--- src/rtl/rv32i_types.sv ---
`default_nettype none
// ============================================================================
//  Package   : rv32i_types
//  Purpose   : Shared types for the instruction/data memory arbiter: the
//              arbiter state encoding and the unified memory request bundle.
//  Revision  : 1.0 - initial release
// ============================================================================
package rv32i_types;

    // Arbiter FSM states, explicitly 2 bits wide
    typedef enum logic [1:0] {
        IDLE   = 2'd0,
        BUSY_I = 2'd1,
        BUSY_D = 2'd2,
        RESP   = 2'd3
    } arb_state_t;

    // One request as presented on the unified memory port
    typedef struct packed {
        logic [31:0] addr;
        logic [3:0]  rmask;
        logic [3:0]  wmask;
        logic [31:0] wdata;
    } mem_req_t;

    // Cleared request: no address, no masks, no data
    localparam mem_req_t MEM_REQ_NONE = '0;

    // A side has a request outstanding when any of its byte masks is set
    function automatic logic req_pending(input logic [3:0] rmask,
                                         input logic [3:0] wmask);
        return (|rmask) | (|wmask);
    endfunction

endpackage
`default_nettype wire

--- src/rtl/mem_arbiter.sv ---
`default_nettype none
// ============================================================================
//  Module    : mem_arbiter
//  Purpose   : Merges the core's instruction-fetch and data ports onto one
//              unified memory port. One transaction in flight at a time;
//              data side has priority unless round-robin is enabled.
//  Config    : MEM_ARB_RR_EN - when defined, a conflict is granted to the
//              side that was not granted last (last grant resets to imem).
//  Revision  : 1.0 - initial release
// ============================================================================
module mem_arbiter
    import rv32i_types::*;
(
    input  logic        clk,
    input  logic        rst,

    input  logic [31:0] imem_addr,
    input  logic [3:0]  imem_rmask,
    output logic [31:0] imem_rdata,
    output logic        imem_resp,

    input  logic [31:0] dmem_addr,
    input  logic [3:0]  dmem_rmask,
    input  logic [3:0]  dmem_wmask,
    input  logic [31:0] dmem_wdata,
    output logic [31:0] dmem_rdata,
    output logic        dmem_resp,

    output logic [31:0] mem_addr,
    output logic [3:0]  mem_rmask,
    output logic [3:0]  mem_wmask,
    output logic [31:0] mem_wdata,
    input  logic [31:0] mem_rdata,
    input  logic        mem_resp
);

    arb_state_t  state_q;
    mem_req_t    req_q;       // latched request, drives the memory port directly
    logic [31:0] imem_rdata_q;
    logic [31:0] dmem_rdata_q;
    logic        imem_resp_q;
    logic        dmem_resp_q;

    logic        imem_pend;
    logic        dmem_pend;
    logic        grant_d;

    assign imem_pend = req_pending(imem_rmask, 4'h0);
    assign dmem_pend = req_pending(dmem_rmask, dmem_wmask);

`ifdef MEM_ARB_RR_EN
    // High when the most recent grant went to the data side
    logic last_grant_d_q;

    // Record which side won each arbitration for round-robin fairness
    always_ff @(posedge clk or posedge rst) begin
        if (rst) begin
            last_grant_d_q <= 1'b0;
        end else if (state_q == IDLE) begin
            if (grant_d) begin
                last_grant_d_q <= 1'b1;
            end else if (imem_pend) begin
                last_grant_d_q <= 1'b0;
            end
        end
    end

    // Conflict goes to whichever side lost last time
    assign grant_d = dmem_pend && (!imem_pend || !last_grant_d_q);
`else
    // Fixed priority: data side always wins
    assign grant_d = dmem_pend;
`endif

    // Arbiter FSM with registered memory-port and core-response outputs
    always_ff @(posedge clk or posedge rst) begin
        if (rst) begin
            state_q      <= IDLE;
            req_q        <= MEM_REQ_NONE;
            imem_rdata_q <= 32'h0;
            dmem_rdata_q <= 32'h0;
            imem_resp_q  <= 1'b0;
            dmem_resp_q  <= 1'b0;
        end else begin
            case (state_q)
                IDLE: begin
                    if (grant_d) begin
                        req_q   <= '{addr: dmem_addr, rmask: dmem_rmask,
                                     wmask: dmem_wmask, wdata: dmem_wdata};
                        state_q <= BUSY_D;
                    end else if (imem_pend) begin
                        req_q   <= '{addr: imem_addr, rmask: imem_rmask,
                                     wmask: 4'h0, wdata: 32'h0};
                        state_q <= BUSY_I;
                    end
                end
                BUSY_I: begin
                    if (mem_resp) begin
                        imem_rdata_q <= mem_rdata;
                        imem_resp_q  <= 1'b1;
                        req_q.rmask  <= 4'h0;
                        req_q.wmask  <= 4'h0;
                        state_q      <= RESP;
                    end
                end
                BUSY_D: begin
                    if (mem_resp) begin
                        dmem_rdata_q <= mem_rdata;
                        dmem_resp_q  <= 1'b1;
                        req_q.rmask  <= 4'h0;
                        req_q.wmask  <= 4'h0;
                        state_q      <= RESP;
                    end
                end
                RESP: begin
                    // Response pulse lasts exactly this one cycle
                    imem_resp_q <= 1'b0;
                    dmem_resp_q <= 1'b0;
                    state_q     <= IDLE;
                end
                default: begin
                    state_q <= IDLE;
                end
            endcase
        end
    end

    assign mem_addr   = req_q.addr;
    assign mem_rmask  = req_q.rmask;
    assign mem_wmask  = req_q.wmask;
    assign mem_wdata  = req_q.wdata;
    assign imem_rdata = imem_rdata_q;
    assign dmem_rdata = dmem_rdata_q;
    assign imem_resp  = imem_resp_q;
    assign dmem_resp  = dmem_resp_q;

endmodule
`default_nettype wire
--- config.mk ---
export PLATFORM = sky130hd
export DESIGN_NAME = mem_arbiter
export DESIGN_NICKNAME = d
export VERILOG_FILES = /design/src/rtl/rv32i_types.sv /design/src/rtl/mem_arbiter.sv
export SDC_FILE = /design/constraint.sdc
export NUM_CORES = 1
export LEC_CHECK = 0
export ABC_CLOCK_PERIOD_IN_PS = 4059
export CAP_MARGIN = 25
export CORE_UTILIZATION = 40
export CTS_BUF_LIST = sky130_fd_sc_hd__clkbuf_8
export DETAILED_ROUTE_END_ITERATION = 7
export DONT_BUFFER_PORTS = 1
export MAX_ROUTING_LAYER = met4
export SLEW_MARGIN = 20
export SYNTH_ARGS = -nofsm -noshare
export SYNTH_HDL_FRONTEND = slang
export SYNTH_SLANG_ARGS = --single-unit
--- constraint.sdc ---
create_clock -name clk -period 4.06 [get_ports clk]
set_input_delay 0.406 -clock clk [delete_from_list [all_inputs] [get_ports clk]]
set_output_delay 0.406 -clock clk [all_outputs]
set_load 0.01 [all_outputs]
==> results.py <==
metrics = {
    "sta": {
        "hold_viol_final": 0,
        "totalNegativeSetupSlack_ns": 0,
        "timing.clock.skew_ns": 0.00744,
        "grt_setup_unrepaired": "no",
        "max_slew_margin_pct": 32.7,
        "min_period_ns": 2.05,
        "timing_max_transition_violations_final": 0,
        "fin_crit_sh_pct": 50.6,
        "tightest_slew_ns": 1.01,
        "timing.final.setup_violations": 0,
        "achievable-frequency_ghz": 0.487,
    },
    "critical_path": {
        "path_cells": "inv_1, ha_1, inv_1, a21o_1, a22o_1",
        "timing.critical_path.from": "state_q[0]",
        "endpoint_of_the_lowest_slack_register_to_register_path": "mem_wdata[16]",
        "crit_top_cell": "inv_1",
        "worst_ep_arrival_time_ns": 2.42,
        "cp-endpoint": "mem_wdata[16]",
        "cpMaxStageDelayCell": "a21o_1",
        "timing.reg2reg.setup_slack_ns": 2.01,
        "critPathLaunchType": "flip-flop",
        "worst_setup_path_end_kind": "flip-flop",
        "rr_worst_depth": 5,
        "worst-path-max-fanout": 32,
        "worstReg2RegStart": "state_q[0]",
        "critPathMaxStageDelay_ns": 0.78,
        "critPathKind": "flip-flop to flip-flop",
        "worst-endpoint-required_ns": 4.42,
    },
    "logic_synthesis": {
        "combinational_family_with_the_most_area_after_synthesis": "multiplexers",
        "muxShareOfSynthArea_pct": 14.2,
        "postSynthNetCount": 593,
        "yosys_warnings": 0,
        "yosys_register_bits": 140,
        "netlist_area_um2": 5600,
        "synth_top_area_share_pct": 62.5,
        "synth_top_area_cell": "dfrtp_1",
        "cell_count_after_synthesis": 445,
        "post_synth.cell_area_avg_um2": 12.6,
        "simple_gate_share_of_the_synthesized_area_pct": 8.58,
        "synth-compound-area-share_pct": 11.0,
        "synth_cell_type_count": 25,
        "yosys-top-cells-area": "dfrtp_1 63%, mux2_2 13%, a22o_1 5.0%",
        "synth.yosys.seq_area_share_pct": 62.5,
        "yosys.area_share.xor_xnor_pct": 0,
        "synth_fa_ha_area_share_pct": 1.12,
    },
    "drt": {
        "first_pass_iters": 5,
        "via_per_instance_ratio": 5.45,
        "number_of_nets_with_antenna_violations_after_detailed_routing": 0,
        "detail_route.wl_per_cell_um": 19.4,
        "dr.first_iter.drc_count": 137,
        "route.vias.total": 3465,
        "final_wirelength_mm": 12.4,
        "route.detailed.drc": 0,
    },
    "die": {
        "dieWidth_um": 120,
        "chipHeight_um": 120,
        "initial_core_util_pct": 41.6,
        "design.die.area_um2": 14500,
        "ioPinCount": 281,
        "placement_rows": 42,
        "placeable_core_region_um2": 13500,
    },
    "power_and_ir_drop": {
        "static-leakage-power_nw": 2.70,
        "peak_supply_drop_uv": 373,
        "power_mw": 5.36,
        "powerDensity_nw_per_um2": 866,
    },
    "flow_run": {
        "number_of_max_cap_violations": 0,
    },
    "clock_tree": {
        "postCtsHoldBufs": 1,
        "cts.root.buffer_cell": "clkbuf_8",
        "ctsResizeCount": 0,
        "clk_path_buf_depth": 2,
        "clock_sinks": 140,
        "cts.htree.levels": 4,
        "worst_skew_pair.late_latency_ns": 0.43,
        "postCtsSetupRepairBufs": 0,
        "worst_setup_hold_path_clk_slew_ns": 0.08,
        "clock_tree_from_tritoncts": "done",
        "cts_buffers": 17,
    },
    "global_route": {
        "wire_length_of_the_first_global_routing_pass_mm": 19.1,
        "grt_max_degree": 65,
        "first_global_vias": 3574,
        "grt_util_all_layers_pct": 17.9,
        "initial_antenna_violation_count": 0,
        "grt_remaining_overflow": 0,
    },
    "cells_and_area": {
        "nets": 595,
        "drive_above_1_share_pct": 23.7,
        "num-fill-cells": 1268,
        "area.growth.synth_to_final_pct": 10.5,
        "final_cells": 636,
        "multiInputGateArea_um2": 1970,
        "layout.cell_area.non_filler_um2": 6190,
        "n_antenna_cell": 0,
        "final-seq-area_um2": 3500,
    },
    "status": {
        "status": "completed",
    },
    "place": {
        "dp_hpwl_mm": 9.04,
        "io_buffer_count": 0,
        "placed_instances": 602,
        "postPlaceCellArea_um2": 5780,
        "place_congestion": 0.789,
    },
    "hold_path": {
        "hold_path_class": "primary input to flip-flop",
    },
}
## metal layers
layer	track usage (%)	wire (um)	vias to the layer above
li1	-	-	1568
met1	19.9	4690	1696
met2	29.5	6160	186
met3	6.32	1310	15
met4	7.41	204	0
met5	-	0	-
## sequential cells by signal, indices dropped and copies added (netlist names)
register,count
dmem_rdata,32
dmem_resp,1
imem_rdata,32
imem_resp,1
mem_addr,32
mem_rmask,4
mem_wdata,32
mem_wmask,4
state_q,2
## logic make-up (layout without fill, tap and decap cells)
| family | Yosys count | count (layout) |
|---|---|---|
| flip-flops | 140 | 140 |
| AND/OR/NAND/NOR | 114 | 114 |
| AO/OA/AOI/OAI | 83 | 83 |
| multiplexers | 71 | 71 |
| buffers and inverters | 32 | 47 |
| adder cells (fa/ha/maj) | 5 | 5 |
## stage by stage
step	setup slack, ns	hold WS [ns]	utilization [%]
finish	2.01	0.100	46.0
global route	1.84	0.0630	46.0
CTS	2.01	0.0643	45.9
detailed placement	1.66	0.377	43.0
global placement	1.71	0.360	42.9
floorplan	1.90	0.522	-
## power by group
part / internal (mW) / switching [mW] / leakage (nW)
clock: 0.571 / 0.515 / 0.202
sequential: 2.09 / 0.826 / 1.66
combinational: 0.726 / 0.634 / 0.840
## cells in the final DEF (no fill, tap or decap), drive strengths merged, types with 5 or more instances in the layout
master	count
inv	9
nor2	37
buf	8
mux2	69
a22o	32
clkbuf	19
dfrtp	140
nand2	67
a31oi	34
ha	5
nor2b	6
a21oi	5
## layout make-up
| class | instances | area share, % |
|---|---|---|
| Sequential cell | 140 | 56.6 |
| Clock inverter | 13 | 2.04 |
| Multi-Input combinational cell | 273 | 31.9 |
| Timing Repair Buffer | 9 | 1.31 |
| Clock buffer | 19 | 4.22 |
| Tap cell | 176 | 3.56 |
| Inverter | 6 | 0.424 |
## synthesized netlist by cell type
cell	number
nor2_1	37
mux2_2	65
buf_1	6
nor2b_1	6
a21o_1	1
o2bb2ai_1	4
nor4_2	2
clkbuf_1	9
buf_2	7
mux2i_1	2
nor4_4	1
dfrtp_1	140
mux2_1	4
o21ai_0	4
and2_1	1
buf_4	4
a311o_1	1
a211o_1	1
ha_1	5
nand2_1	67
a31oi_1	34
a311oi_2	1
inv_1	6
a21oi_1	5
a22o_1	32
## worst min path at each step
stage	from	endpoint	cells after the start
6_report	dmem_wdata[9]	mem_wdata[9]	1
5_1_grt	dmem_wdata[24]	mem_wdata[24]	1
4_1_cts	dmem_wdata[0]	mem_wdata[0]	1
3_5_place_dp	rst	mem_addr[21]	1
3_3_place_gp	rst	mem_addr[18]	1
2_1_floorplan	mem_rmask[0]	mem_rmask[0]	1
## critical path, delay by kind of cell, from the launching register on
| kind | cells | cell delay, ns |
|---|---|---|
| adder cells (fa/ha/maj) | 1 | 0.27 |
| buffers and inverters | 2 | 0.29 |
| flip-flops | 1 | 0.38 |
| AO/OA/AOI/OAI | 2 | 1.06 |
No activity file was read; power rests on OpenSTA's default activity.
